**config.mk**
```make
export PLATFORM = sky130hd
export DESIGN_NAME = nmr_seq_ctrl_flat
export DESIGN_NICKNAME = d
export VERILOG_FILES = /design/src/rtl/nmr_seq_ctrl_if.sv /design/src/rtl/nmr_seq_ctrl.sv /design/src/flat_wrapper.sv
export SDC_FILE = /design/constraint.sdc
export NUM_CORES = 1
export LEC_CHECK = 0
export ABC_CLOCK_PERIOD_IN_PS = 5400
export CAP_MARGIN = 20
export CORE_MARGIN = 2
export CORE_UTILIZATION = 30
export CTS_BUF_LIST = sky130_fd_sc_hd__clkbuf_8 sky130_fd_sc_hd__clkbuf_16
export DETAILED_ROUTE_END_ITERATION = 10
export PLACE_DENSITY = 0.6
export RECOVER_POWER = 25
export SKIP_LAST_GASP = 1
export SLEW_MARGIN = 30
export SYNTH_ARGS = -nofsm -noshare
export SYNTH_HDL_FRONTEND = slang
export SYNTH_SLANG_ARGS = --single-unit
export TNS_END_PERCENT = 1
```
**constraint.sdc**
```tcl
create_clock -name clk_sys -period 5.4 [get_ports clk_sys]
set_input_delay 0.54 -clock clk_sys [delete_from_list [all_inputs] [get_ports clk_sys]]
set_output_delay 0.54 -clock clk_sys [all_outputs]
set_load 0.01 [all_outputs]
```
**src/rtl/nmr_seq_ctrl_if.sv**
```systemverilog
`default_nettype none
// ============================================================================
// Module  : nmr_seq_ctrl_if
// Brief   : Host command / phase-timer signal bundle for the NMR sequencer.
// Rev     : 1.0  initial release
// ============================================================================
interface nmr_seq_ctrl_if #(
    parameter int CNT_W = 16
) ();
    logic             go;
    logic             abort;
    logic [CNT_W-1:0] echo_num;
    logic             clk_en_st1ms;
    logic             clk_en_pluse;
    logic             clk_en_scale;
    logic             clk_en_scan;
    logic             clk_en_noise;
    logic [4:0]       start;
    logic [3:0]       state_over_in;
    logic             busy;
    logic             done;
    logic             aborted;
    logic             err;
    logic [CNT_W-1:0] echo_cnt;

    // Sequencer side
    modport slave (
        input  go, abort, echo_num,
        input  clk_en_st1ms, clk_en_pluse, clk_en_scale, clk_en_scan, clk_en_noise,
        output start, state_over_in, busy, done, aborted, err, echo_cnt
    );

    // Host / timer side
    modport master (
        output go, abort, echo_num,
        output clk_en_st1ms, clk_en_pluse, clk_en_scale, clk_en_scan, clk_en_noise,
        input  start, state_over_in, busy, done, aborted, err, echo_cnt
    );
endinterface
`default_nettype wire

```
**src/rtl/nmr_seq_ctrl.sv**
```systemverilog
`default_nettype none
// ============================================================================
// Module  : nmr_seq_ctrl
// Brief   : CPMG experiment sequencer issuing phase starts / early-termination
//           requests to the phase-timer subsystem and tracking its enables.
// Rev     : 1.0  initial release
// ============================================================================
module nmr_seq_ctrl #(
    parameter int ACK_TO = 16,
    parameter int CNT_W  = 16
) (
    input  wire logic     clk_sys,
    input  wire logic     rst_n,
    nmr_seq_ctrl_if.slave bus
);

    localparam int                c_TO_W    = (ACK_TO < 2) ? 1 : $clog2(ACK_TO);
    localparam logic [c_TO_W-1:0] c_TO_LAST = c_TO_W'(ACK_TO - 1);
    localparam logic [CNT_W-1:0]  c_CNT_ONE = CNT_W'(1);

    localparam logic [2:0] c_PH_ST1MS = 3'd0;
    localparam logic [2:0] c_PH_PLUSE = 3'd1;
    localparam logic [2:0] c_PH_SCALE = 3'd2;
    localparam logic [2:0] c_PH_SCAN  = 3'd3;
    localparam logic [2:0] c_PH_NOISE = 3'd4;

    typedef enum logic [2:0] {
        S_IDLE    = 3'd0,
        S_ISSUE   = 3'd1,
        S_WAIT_HI = 3'd2,
        S_WAIT_LO = 3'd3,
        S_DRAIN   = 3'd4
    } state_t;

    state_t            r_state,    w_state_nxt;
    logic [2:0]        r_phase,    w_phase_nxt,    w_phase_adv;
    logic [c_TO_W-1:0] r_to_cnt,   w_to_cnt_nxt;
    logic [CNT_W-1:0]  r_echo_num, w_echo_num_nxt;
    logic [CNT_W-1:0]  r_echo_cnt, w_echo_cnt_nxt;
    logic [CNT_W-1:0]  w_cnt_inc;
    logic [4:0]        r_start,    w_start_nxt;
    logic [3:0]        r_over,     w_over_nxt;
    logic              r_busy,     w_busy_nxt;
    logic              r_done,     w_done_nxt;
    logic              r_aborted,  w_aborted_nxt;
    logic              r_err,      w_err_nxt;

    logic [4:0]        w_en;
    logic [4:0]        w_cur_sel;
    logic              w_cur_en;
    logic              w_foreign;

    assign w_en      = {bus.clk_en_noise, bus.clk_en_scan, bus.clk_en_scale,
                        bus.clk_en_pluse, bus.clk_en_st1ms};
    assign w_cur_sel = 5'(5'b00001 << r_phase);
    assign w_cur_en  = |(w_en & w_cur_sel);
    // Any enable that does not belong to the active phase is a timer protocol fault
    assign w_foreign = (r_state != S_IDLE) && (|(w_en & ~w_cur_sel));
    assign w_cnt_inc = (r_echo_cnt == '1) ? r_echo_cnt : (r_echo_cnt + c_CNT_ONE);

    always_comb begin
        w_phase_adv = c_PH_NOISE;
        case (r_phase)
            c_PH_ST1MS: w_phase_adv = (r_echo_num == '0) ? c_PH_NOISE : c_PH_PLUSE;
            c_PH_PLUSE: w_phase_adv = c_PH_SCALE;
            c_PH_SCALE: w_phase_adv = c_PH_SCAN;
            c_PH_SCAN:  w_phase_adv = (w_cnt_inc < r_echo_num) ? c_PH_PLUSE : c_PH_NOISE;
            default:    w_phase_adv = c_PH_NOISE;
        endcase
    end

    always_comb begin
        w_state_nxt    = r_state;
        w_phase_nxt    = r_phase;
        w_to_cnt_nxt   = r_to_cnt;
        w_echo_num_nxt = r_echo_num;
        w_echo_cnt_nxt = r_echo_cnt;
        w_over_nxt     = 4'b0000;
        w_done_nxt     = 1'b0;
        w_aborted_nxt  = 1'b0;
        w_err_nxt      = r_err | w_foreign;

        case (r_state)
            S_IDLE: begin
                if (bus.go) begin
                    w_state_nxt    = S_ISSUE;
                    w_phase_nxt    = c_PH_ST1MS;
                    w_echo_num_nxt = bus.echo_num;
                    w_echo_cnt_nxt = '0;
                    w_err_nxt      = 1'b0;
                end
            end
            S_ISSUE: begin
                w_to_cnt_nxt = '0;
                if (bus.abort) begin
                    w_state_nxt   = S_IDLE;
                    w_aborted_nxt = 1'b1;
                end else begin
                    w_state_nxt   = S_WAIT_HI;
                end
            end
            S_WAIT_HI: begin
                if (bus.abort) begin
                    w_state_nxt   = S_IDLE;
                    w_aborted_nxt = 1'b1;
                end else if (w_cur_en) begin
                    w_state_nxt   = S_WAIT_LO;
                end else if (r_to_cnt == c_TO_LAST) begin
                    w_state_nxt   = S_IDLE;
                    w_aborted_nxt = 1'b1;
                    w_err_nxt     = 1'b1;
                end else begin
                    w_to_cnt_nxt  = r_to_cnt + c_TO_W'(1);
                end
            end
            S_WAIT_LO: begin
                if (bus.abort) begin
                    // A fall seen together with abort ends the run without an over request
                    if (!w_cur_en) begin
                        w_state_nxt   = S_IDLE;
                        w_aborted_nxt = 1'b1;
                    end else begin
                        w_state_nxt   = S_DRAIN;
                        w_over_nxt    = w_cur_sel[4:1];
                    end
                end else if (!w_cur_en) begin
                    if (r_phase == c_PH_NOISE) begin
                        w_state_nxt = S_IDLE;
                        w_done_nxt  = 1'b1;
                    end else begin
                        if (r_phase == c_PH_SCAN) begin
                            w_echo_cnt_nxt = w_cnt_inc;
                        end
                        w_state_nxt = S_ISSUE;
                        w_phase_nxt = w_phase_adv;
                    end
                end
            end
            S_DRAIN: begin
                if (!w_cur_en) begin
                    w_state_nxt   = S_IDLE;
                    w_aborted_nxt = 1'b1;
                end
            end
            default: begin
                w_state_nxt = S_IDLE;
            end
        endcase

        w_start_nxt = (w_state_nxt == S_ISSUE) ? 5'(5'b00001 << w_phase_nxt) : 5'b00000;
        w_busy_nxt  = (w_state_nxt != S_IDLE);
    end

    always_ff @(posedge clk_sys) begin
        if (!rst_n) begin
            r_state    <= S_IDLE;
            r_phase    <= c_PH_ST1MS;
            r_to_cnt   <= '0;
            r_echo_num <= '0;
            r_echo_cnt <= '0;
            r_start    <= 5'b00000;
            r_over     <= 4'b0000;
            r_busy     <= 1'b0;
            r_done     <= 1'b0;
            r_aborted  <= 1'b0;
            r_err      <= 1'b0;
        end else begin
            r_state    <= w_state_nxt;
            r_phase    <= w_phase_nxt;
            r_to_cnt   <= w_to_cnt_nxt;
            r_echo_num <= w_echo_num_nxt;
            r_echo_cnt <= w_echo_cnt_nxt;
            r_start    <= w_start_nxt;
            r_over     <= w_over_nxt;
            r_busy     <= w_busy_nxt;
            r_done     <= w_done_nxt;
            r_aborted  <= w_aborted_nxt;
            r_err      <= w_err_nxt;
        end
    end

    assign bus.start         = r_start;
    assign bus.state_over_in = r_over;
    assign bus.busy          = r_busy;
    assign bus.done          = r_done;
    assign bus.aborted       = r_aborted;
    assign bus.err           = r_err;
    assign bus.echo_cnt      = r_echo_cnt;

endmodule
`default_nettype wire

```
**src/flat_wrapper.sv**
```systemverilog
// flat-port wrapper written by rule: the top's interface ports become plain ports
module nmr_seq_ctrl_flat 
#(
    parameter int ACK_TO = 16,
    parameter int CNT_W  = 16
)
  (clk_sys, rst_n, bus_go, bus_abort, bus_echo_num, bus_clk_en_st1ms, bus_clk_en_pluse, bus_clk_en_scale, bus_clk_en_scan, bus_clk_en_noise, bus_start, bus_state_over_in, bus_busy, bus_done, bus_aborted, bus_err, bus_echo_cnt);
  nmr_seq_ctrl_if #(.CNT_W(CNT_W)) bus_i ();
  input  wire logic clk_sys;
  input  wire logic rst_n;
  input wire logic [$bits(bus_i.go)-1:0] bus_go;
  input wire logic [$bits(bus_i.abort)-1:0] bus_abort;
  input wire logic [$bits(bus_i.echo_num)-1:0] bus_echo_num;
  input wire logic [$bits(bus_i.clk_en_st1ms)-1:0] bus_clk_en_st1ms;
  input wire logic [$bits(bus_i.clk_en_pluse)-1:0] bus_clk_en_pluse;
  input wire logic [$bits(bus_i.clk_en_scale)-1:0] bus_clk_en_scale;
  input wire logic [$bits(bus_i.clk_en_scan)-1:0] bus_clk_en_scan;
  input wire logic [$bits(bus_i.clk_en_noise)-1:0] bus_clk_en_noise;
  output wire logic [$bits(bus_i.start)-1:0] bus_start;
  output wire logic [$bits(bus_i.state_over_in)-1:0] bus_state_over_in;
  output wire logic [$bits(bus_i.busy)-1:0] bus_busy;
  output wire logic [$bits(bus_i.done)-1:0] bus_done;
  output wire logic [$bits(bus_i.aborted)-1:0] bus_aborted;
  output wire logic [$bits(bus_i.err)-1:0] bus_err;
  output wire logic [$bits(bus_i.echo_cnt)-1:0] bus_echo_cnt;
  assign bus_i.go = bus_go;
  assign bus_i.abort = bus_abort;
  assign bus_i.echo_num = bus_echo_num;
  assign bus_i.clk_en_st1ms = bus_clk_en_st1ms;
  assign bus_i.clk_en_pluse = bus_clk_en_pluse;
  assign bus_i.clk_en_scale = bus_clk_en_scale;
  assign bus_i.clk_en_scan = bus_clk_en_scan;
  assign bus_i.clk_en_noise = bus_clk_en_noise;
  assign bus_start = bus_i.start;
  assign bus_state_over_in = bus_i.state_over_in;
  assign bus_busy = bus_i.busy;
  assign bus_done = bus_i.done;
  assign bus_aborted = bus_i.aborted;
  assign bus_err = bus_i.err;
  assign bus_echo_cnt = bus_i.echo_cnt;
  nmr_seq_ctrl #(.ACK_TO(ACK_TO), .CNT_W(CNT_W)) u_core (.clk_sys(clk_sys), .rst_n(rst_n), .bus(bus_i));
endmodule
```
==> run metrics, run 1 <==
diode count=0; final net count=473; final hold vios=0; RSZ-0062 raised after global routing=no; Slew HR=-19.3%; vias in the first global route=2748; # IOs=54; Crit path required time=5.63 ns; routed length per instance=14.4 µm; post-synthesis cell area=3240 µm²; Synth Register Bits=55; Crit path buffers/inverters=0; Synth area leader=dfxtp_1; Die Area=11600 µm²; fmax=0.264 GHz; Post-synth top cells=dfxtp_1 (55), nand2_1 (55), nor2_1 (22); post_cts resized=0; Netlist cell types=68; P&R area growth vs syn=21.4%; HP Class=reg -> reg; CTS clk-pin slew, worst paths=0.10 ns; Critical Path AT=4.01 ns; Mapped Cells=395; Global Route Usage Sum=14.4%; Period minus WS final=3.78 ns; pin count of the biggest net entering global routing=48; total CTS buffers=5; pwr/cell area=201 nW/µm²; post-synth top area share=34.0%; Seq/Total Area, Yosys=34.0%; Worst IR Drop VDD=0.107 mV; family with the most delay on the worst path=compound AO/OA/AOI/OAI gates; routability cong.=0.863; failing checks=max-capacitance violations, max-slew violations; fill count=1079; CP endpoint kind=register; Post-Syn Area per Cell=8.20 µm²; 1st-iter DRT viols=150; fraction of layout cells with a size suffix above 1=3.71%; final cell count without fillers=567; max capacitance violation total=1; Crit Path Class=reg -> reg; hold buffer count at CTS=0; vias per cell=4.98; # H-tree levels=2; drt total wl=8180 µm; Max stage delay cell, worst path=a2111oi_1; Leak=1.49 nW; Slew Viols, Final=48; clk_lat worst skew=0.31 ns; CP max FO=8; setup tns final=0 ns; CP cell instances=ha_1, and4_1, and4_1, nor2_1, nand3_1, xnor2_1, ha_1, a211oi_1, nor2_1, a2111oi_1, a2bb2oi_1, o211ai_1, nor3b_1; Post-synth EDFFs=0; Worst Max-Slew Pin Slew=1.79 ns; Core ar.=10400 µm²; Final setup viols=0; Async S/R FF share, synth=0%; slowest stage delay, CP=0.63 ns; HPWL Detailed=6020 µm; dpl cells=560; Yosys warning count=0; initial core utilization=31.1%; net count after synthesis=437; CP Launch Type=register; die height=108 µm; GRT overflow=0; Pre-antenna DRT Iters=4; Clock Skew=0.00810 ns; Clk Tree Root Cell=clkbuf_8; Area contributors post-synth=dfxtp_1 (34%), ha_1 (6.6%), nand2_1 (6.4%), a21boi_0 (4.2%), nor2_1 (2.6%); via count=2826; chip width=108 µm; CTS tree=yes; postcts setup bufs=0; final worst-path cycle share=70.1%; status=finished, violations left; row count=37; clk buf depth=2; Port Buffers=53; Most used DFF post-synth=dfxtp_1; post-route ant nets=0; DR DRC count=0; CTS sink cnt=55; global-route wire length before repair=13500 µm; initial antenna violation count=0
## report_power, final
| part | total, mW | switching [mW] | internal, mW |
|---|---|---|---|
| clock | 0.267 | 0.133 | 0.134 |
| sequential | 0.426 | 0.00981 | 0.416 |
| combinational | 0.0979 | 0.0514 | 0.0465 |
## worst paths after layout
check	startpoint	endpoint	slack, ns	cells after the start
min reg2reg	u_core.r_echo_num[12]$_SDFFE_PN0P_	u_core.r_echo_num[12]$_SDFFE_PN0P_	0.49	2
max	u_core.bus.echo_cnt[0]$_SDFFE_PN0P_	u_core.bus.start[1]$_SDFF_PP0_	1.62	13
min	u_core.r_echo_num[12]$_SDFFE_PN0P_	u_core.r_echo_num[12]$_SDFFE_PN0P_	0.49	2
max reg2reg	u_core.bus.echo_cnt[0]$_SDFFE_PN0P_	u_core.bus.start[1]$_SDFF_PP0_	1.62	13
## state kept, by name, summed over array words and instances (netlist names)
name / cells
u_core.bus.state_over_in: 4
u_core.bus.done: 1
u_core.bus.start: 5
u_core.r_state: 3
u_core.r_phase: 3
u_core.bus.aborted: 1
u_core.bus.echo_cnt: 16
u_core.r_to_cnt: 4
u_core.bus.busy: 1
u_core.bus.err: 1
u_core.r_echo_num: 16
## worst min-delay path: stages (launching register included)
cell and delay, ns:
dfxtp_1 0.33, nand2_1 0.05, a21boi_0 0.06
## routing by layer
layer	vias to the layer above	global-route usage (%)	share of wire, %
li1	1475	-	-
met1	1290	20.7	50
met2	55	22.1	45
met3	6	2.66	3.8
met4	0	3.57	1.1
met5	-	0	0
## through the flow
stage | util [%] | setup WS, ns | area, µm² | power [mW] | hold WS [ns]
CTS | 37.8 | 1.68 | 3940 | 0.802 | 0.488
floorplan | - | 2.23 | 3240 | 0.494 | 0.456
global route | 37.8 | 1.21 | 3930 | 0.831 | 0.520
detailed placement | 36.8 | 1.76 | 3830 | 0.534 | 0.474
global placement | 36.8 | 1.94 | 3830 | 0.534 | 0.469
finish | 37.8 | 1.62 | 3930 | 0.791 | 0.486
## layout make-up
cell class | count | area, µm² | area share, %
well taps | 136 | 170 | 4.33
inverters | 17 | 63.8 | 1.62
clock buffers | 5 | 68.8 | 1.75
repair buffers | 54 | 534 | 13.6
multi-input cells | 298 | 1960 | 49.9
flip-flops and latches | 55 | 1100 | 28.0
clock inverters | 2 | 33.8 | 0.859
## cells by family (layout without fill, tap and decap cells)
family,count (synthesis),count (layout),synth area share [%]
AND/OR/NAND/NOR,165,165,27.0
AO/OA/AOI/OAI,95,95,20.8
flip-flops,55,55,34.0
buffers and inverters,42,78,5.45
adder cells (fa/ha/maj),17,17,6.57
XOR/XNOR,14,14,3.79
multiplexers,7,7,2.40
## placed cells by master (no fill, tap or decap), drive strengths merged, types with 9 or more instances in the layout
cell type / count
nor3: 10
nor2: 23
dlygate4sd3: 20
a21boi: 19
nor2b: 11
ha: 17
nand2: 55
xnor2: 9
and2: 10
a21oi: 15
nand3: 10
clkdlybuf4s50: 33
dfxtp: 55
inv: 18
o21ai: 13
(Power assumes the default switching activity.)
==> run 2: changes to the inputs <==
ABC_CLOCK_PERIOD_IN_PS = 3700   (was 5400)
clock period = 3.7 ns   (was 5.4 ns; I/O delays follow)
==> run 2 against run 1 <==
The flow now finishes without violations. Clock power rose by 22%. Critical path depth increased by 2. Global-route usage rose by 0.35 points. Routed wire length rose by 1.6%. Register-to-register slack worse by 1.3 ns. Sequential cell count stayed put. Non-clock buffer count grew 13. Final cell count is 2.5% higher. Critical path type unchanged. Critical endpoint is now u_core.bus.start[3]$_SDFF_PP0_. Largest cell class unchanged. Largest power group unchanged. Highest routed layer unchanged.
==> run metrics, run 2 (same netlist as run 1, synthesis figures left out) <==
CTS tree=yes; row count=37 (unchanged); 1st-iter DRT viols=179 (+19%); RSZ-0062 raised after global routing=no; routability cong.=0.861 (-0.21%); pwr/cell area=272 nW/µm² (+35%); fmax=0.295 GHz (+12%); # H-tree levels=2 (unchanged); diode count=0 (unchanged); most frequent cells in the layout=nand2_1 (55), dfxtp_1 (54), clkdlybuf4s50_1 (39); CTS sink cnt=55 (unchanged); setup tns final=0 ns (unchanged); Core ar.=10400 µm² (unchanged); hold buffer count at CTS=0 (unchanged); fraction of layout cells with a size suffix above 1=8.09% (+4.4 points); Max stage delay cell, worst path=dfxtp_2; sequential cell area=1100 µm² (+0.11%); Slew HR=40.0% (+59 points); Die Area=11600 µm² (unchanged); die height=108 µm (unchanged); HPWL Detailed=6240 µm (+3.7%); Global Route Usage Sum=14.7% (+0.35 points); clk_lat worst skew=0.31 ns (about the same); Port Buffers=53 (unchanged); drt total wl=8310 µm (+1.6%); pin count of the biggest net entering global routing=29 (-40%); post-route ant nets=0 (unchanged); initial core utilization=31.1% (unchanged); final hold vios=0 (unchanged); dpl cells=572 (+2.1%); slowest stage delay, CP=0.37 ns (-0.26 ns); Worst IR Drop VDD=0.152 mV (+41%); clk buf depth=2 (unchanged); CTS clk-pin slew, worst paths=0.09 ns (about the same); final setup margin=0.311 ns (-1.31 ns); Worst Setup Slack post-DPL=0.231 ns (-1.53 ns); vias per cell=5.02 (+0.70%); Period minus WS final=3.39 ns (-0.394 ns); P&R area growth vs syn=24.6%; global-route wire length before repair=13700 µm (+1.7%); via count=2916 (+3.2%); Clock Skew=0.00766 ns (-0.000439 ns); final worst-path cycle share=91.6% (+22 points); fill count=1068 (-1.0%); Pre-antenna DRT Iters=4 (unchanged); area of the multi-input gates=1980 µm² (+1.0%); max capacitance violation total=0 (-1); chip width=108 µm (unchanged); WHS=0.485 ns (-0.000100 ns); CP Launch Type=register; HP Class=reg -> reg; status=completed; GRT overflow=0 (unchanged); Crit path required time=3.95 ns (-1.68 ns); Leak=1.54 nW (+2.8%); DR DRC count=0 (unchanged); initial antenna violation count=0 (unchanged); final total power=1.10 mW (+38%); Worst Max-Slew Pin Slew=0.896 ns (-0.893 ns); vias in the first global route=2739 (-0.33%); Clk Tree Root Cell=clkbuf_8; CP endpoint kind=register; Slew Viols, Final=0 (-100%); # IOs=54 (unchanged); routed length per instance=14.3 µm (-0.81%); Critical Path AT=3.64 ns (-0.37 ns); final cell count without fillers=581 (+2.5%); CP max FO=8 (unchanged); commonest non-fill, non-tap cell in the layout=nand2_1; total CTS buffers=5 (unchanged); Crit Path Class=reg -> reg; Final setup viols=0 (unchanged); CP cell instances=ha_1, and4_1, and4_2, nor2_2, nand3_1, xnor2_2, ha_1, a211oi_1, nor2_1, a2111oi_2, buf_4, a2bb2oi_1, o211ai_1, buf_4, nor2b_1; final net count=486 (+2.7%)
==> run 2: layout make-up <==
type	instances	share of cell area, %
Timing Repair Buffer	67	15.7
Multi-Input combinational cell	298	49.1
Tap cell	136	4.22
Clock buffer	5	1.71
Clock inverter	3	0.403
Sequential cell	55	27.3
Inverter	17	1.58
==> run 2: per-layer routing <==
metal	vias to the layer above	routed length, µm	global-route usage, %
met1	1319	4020	21.3
met4	0	136	5.40
met2	82	3660	21.9
li1	1504	-	-
met5	-	0	0
met3	11	494	2.30
==> run 2: worst max-delay path, delay by kind of cell (launching register included) <==
kind / cells / cell delay [ns]
and+or+nand+nor: 6 / 1.03
AOI/OAI and AO/OA: 4 / 0.89
adders and majority gates: 2 / 0.54
DFF: 1 / 0.37
buffers and inverters: 2 / 0.33
xor gates and xnor gates: 1 / 0.16
==> run 2: what timing repair did <==
item | 4_1_cts | 5_1_grt
buffers inserted | 0 | 1
setup endpoints to repair | 0 | 4
endpoints found under the hold margin | 0 | 0
resized for setup | 0 | 6
==> run 2: worst paths after layout <==
kind / slack [ns] / startpoint / endpoint / depth (start not counted)
setup / recovery: 0.31 / u_core.bus.echo_cnt[0]$_SDFFE_PN0P_ / u_core.bus.start[3]$_SDFF_PP0_ / 15
hold / removal: 0.49 / u_core.r_echo_num[12]$_SDFFE_PN0P_ / u_core.r_echo_num[12]$_SDFFE_PN0P_ / 2
setup reg to reg: 0.31 / u_core.bus.echo_cnt[0]$_SDFFE_PN0P_ / u_core.bus.start[3]$_SDFF_PP0_ / 15
hold reg to reg: 0.49 / u_core.r_echo_num[12]$_SDFFE_PN0P_ / u_core.r_echo_num[12]$_SDFFE_PN0P_ / 2
==> run 2: per-stage QoR <==
step / area (µm²) / util, %
final: 4030 / 38.7
after global routing: 4030 / 38.7
after CTS: 4010 / 38.5
after detailed placement: 3920 / 37.7
after global placement: 3920 / 37.7
after floorplan: 3240 / -
==> run 2: power by group <==
group / leakage, nW / switching (mW) / internal (mW) / total [mW]
logic: 1.04 / 0.0767 / 0.0695 / 0.146
registers: 0.447 / 0.0144 / 0.608 / 0.622
clock network: 0.0453 / 0.197 / 0.130 / 0.327
==> run 3: changes to the inputs <==
CAP_MARGIN = not set   (was 20)
CTS_BUF_LIST = not set   (was sky130_fd_sc_hd__clkbuf_8 sky130_fd_sc_hd__clkbuf_16)
==> run 3 against run 2 <==
First-iteration DRC count stayed put. Final cell count stayed put. Sequential power hardly changed. Critical path depth stayed put. Worst hold slack hardly changed. Design area stayed put. Utilization stayed put. Die area stayed put. Critical endpoint unchanged.
==> run metrics, run 3 (same netlist as run 1, synthesis figures left out) <==
worst reg2reg endpoint=u_core.bus.start[3]$_SDFF_PP0_; CP Launch Type=register; met2 Use GR=21.9% (unchanged); CTS sink cnt=55 (unchanged); die height=108 µm (unchanged); Die Area=11600 µm² (unchanged); Critical Path AT=3.64 ns (about the same); Worst Setup Slack post-DPL=0.231 ns (unchanged); Max stage delay cell, worst path=dfxtp_2; chip width=108 µm (unchanged); final worst-path cycle share=91.6% (unchanged); CP cell instances=ha_1, and4_1, and4_2, nor2_2, nand3_1, xnor2_2, ha_1, a211oi_1, nor2_1, a2111oi_2, buf_4, a2bb2oi_1, o211ai_1, buf_4, nor2b_1; Pre-antenna DRT Iters=4 (unchanged); diode count=0 (unchanged); CP endpoint kind=register; Clk Tree Root Cell=clkbuf_8; final hold vios=0 (unchanged); met3 GRT Util=2.30% (unchanged); fill count=1068 (unchanged); routed length per instance=14.3 µm (about the same); final setup margin=0.311 ns (unchanged); # H-tree levels=2 (unchanged); hold path start=u_core.r_echo_num[12]$_SDFFE_PN0P_; Worst IR Drop VDD=0.151 mV (-0.19%); clk_lat worst skew=0.31 ns (about the same); Period minus WS final=3.39 ns (unchanged); WHS=0.485 ns (-0.0000620 ns); Port Buffers=53 (unchanged); total CTS buffers=5 (unchanged); FF-to-FF Start=u_core.bus.echo_cnt[0]$_SDFFE_PN0P_; routability cong.=0.861 (unchanged); pin count of the biggest net entering global routing=29 (unchanged); vias in the first global route=2739 (unchanged); grt peak-use layer=met2; Worst Max-Slew Pin Slew=0.896 ns (-0.000144 ns); # IOs=54 (unchanged); global-route wire length before repair=13700 µm (unchanged); DR DRC count=0 (unchanged); RSZ-0062 raised after global routing=no; post-route cell area=4030 µm² (unchanged); Leak=1.53 nW (-0.27%); Slew Viols, Final=0 (unchanged); HP Class=reg -> reg; clk buf depth=2 (unchanged); final net count=486 (unchanged); met1 usage=21.3% (unchanged); setup tns final=0 ns (unchanged); dpl cell area=3920 µm² (unchanged); CTS tree=yes; Slew HR=40.0% (about the same); R2R Setup Slk=0.31 ns (about the same); R2R depth=15 (unchanged); GRT overflow=0 (unchanged); Crit path required time=3.95 ns (about the same); HPWL Detailed=6240 µm (unchanged); CTS clk-pin slew, worst paths=0.09 ns (about the same); commonest non-fill, non-tap cell in the layout=nand2_1; initial antenna violation count=0 (unchanged); fmax=0.295 GHz (unchanged); Final setup viols=0 (unchanged); status=completed; Setup crit start=u_core.bus.echo_cnt[0]$_SDFFE_PN0P_; P&R area growth vs syn=24.6% (unchanged); most frequent cells in the layout=nand2_1 (55), dfxtp_1 (54), clkdlybuf4s50_1 (39); 1st-iter DRT viols=179 (unchanged); via count=2916 (unchanged); Clock Skew=0.00766 ns (unchanged); hold buffer count at CTS=0 (unchanged); row count=37 (unchanged); Crit Path Class=reg -> reg; post-route ant nets=0 (unchanged); CP Capture Point=u_core.bus.start[3]$_SDFF_PP0_; fraction of layout cells with a size suffix above 1=8.09% (unchanged); Core ar.=10400 µm² (unchanged); initial core utilization=31.1% (unchanged); Global Route Usage Sum=14.7% (unchanged); CP max FO=8 (unchanged); max capacitance violation total=0 (unchanged); slowest stage delay, CP=0.37 ns (about the same); vias per cell=5.02 (unchanged); pwr/cell area=272 nW/µm² (+0.23%); drt total wl=8310 µm (about the same)
==> run 3: cell types whose count changed in the layout (fill, tap and decap cells not counted) <==
cell,change
inv_1,-1
clkbuf_1,+1
==> run 3: area by class of cell <==
| type | instances | area (µm²) | share of cell area, % |
|---|---|---|---|
| multi-input combinational | 298 | 1980 | 49.1 |
| sequential | 55 | 1100 | 27.3 |
| timing repair buffer | 67 | 632 | 15.7 |
| tap | 136 | 170 | 4.22 |
| clock buffer | 6 | 72.6 | 1.80 |
| inverter | 17 | 63.8 | 1.58 |
| clock inverter | 2 | 12.5 | 0.310 |
==> run 3: critical path: cells and delay by family (launching register included) <==
family,cells,cell delay (ns)
AND/OR/NAND/NOR,6,1.03
AO/OA/AOI/OAI,4,0.89
adder cells (fa/ha/maj),2,0.54
XOR/XNOR,1,0.16
buffers and inverters,2,0.33
flip-flops,1,0.37
==> run 3: metrics by stage <==
stage	power [mW]	utilization (%)	instances
floorplan	0.721	-	395
global placement	0.783	37.7	572
detailed placement	0.785	37.7	572
CTS	1.12	38.5	580
global route	1.16	38.7	581
finish	1.10	38.7	581
==> run 3: power by group <==
group | internal [mW] | switching [mW]
combinational | 0.0695 | 0.0767
clock | 0.133 | 0.197
sequential | 0.608 | 0.0144
total | 0.810 | 0.288
==> run 3: metal layers <==
metal	wire length, µm	vias up
met5	0	-
met4	136	0
met3	494	11
met2	3660	82
met1	4020	1319
li1	-	1504
==> run 3: worst min path at each step <==
stage	slack, ns	depth (start not counted)	to
3_5_place_dp	0.48	2	u_core.r_echo_num[12]$_SDFFE_PN0P_
5_1_grt	0.52	2	u_core.r_echo_num[7]$_SDFFE_PN0P_
6_report	0.49	2	u_core.r_echo_num[12]$_SDFFE_PN0P_
3_3_place_gp	0.47	2	u_core.r_echo_num[15]$_SDFFE_PN0P_
4_1_cts	0.49	2	u_core.r_echo_num[12]$_SDFFE_PN0P_
2_1_floorplan	0.46	2	u_core.r_echo_num[14]$_SDFFE_PN0P_
==> run 3: timing repair <==
item	4_1_cts	5_1_grt
gates resized for setup	0	6
endpoints found under the hold margin	0	0
setup endpoints to repair	0	4
setup buffers	0	1
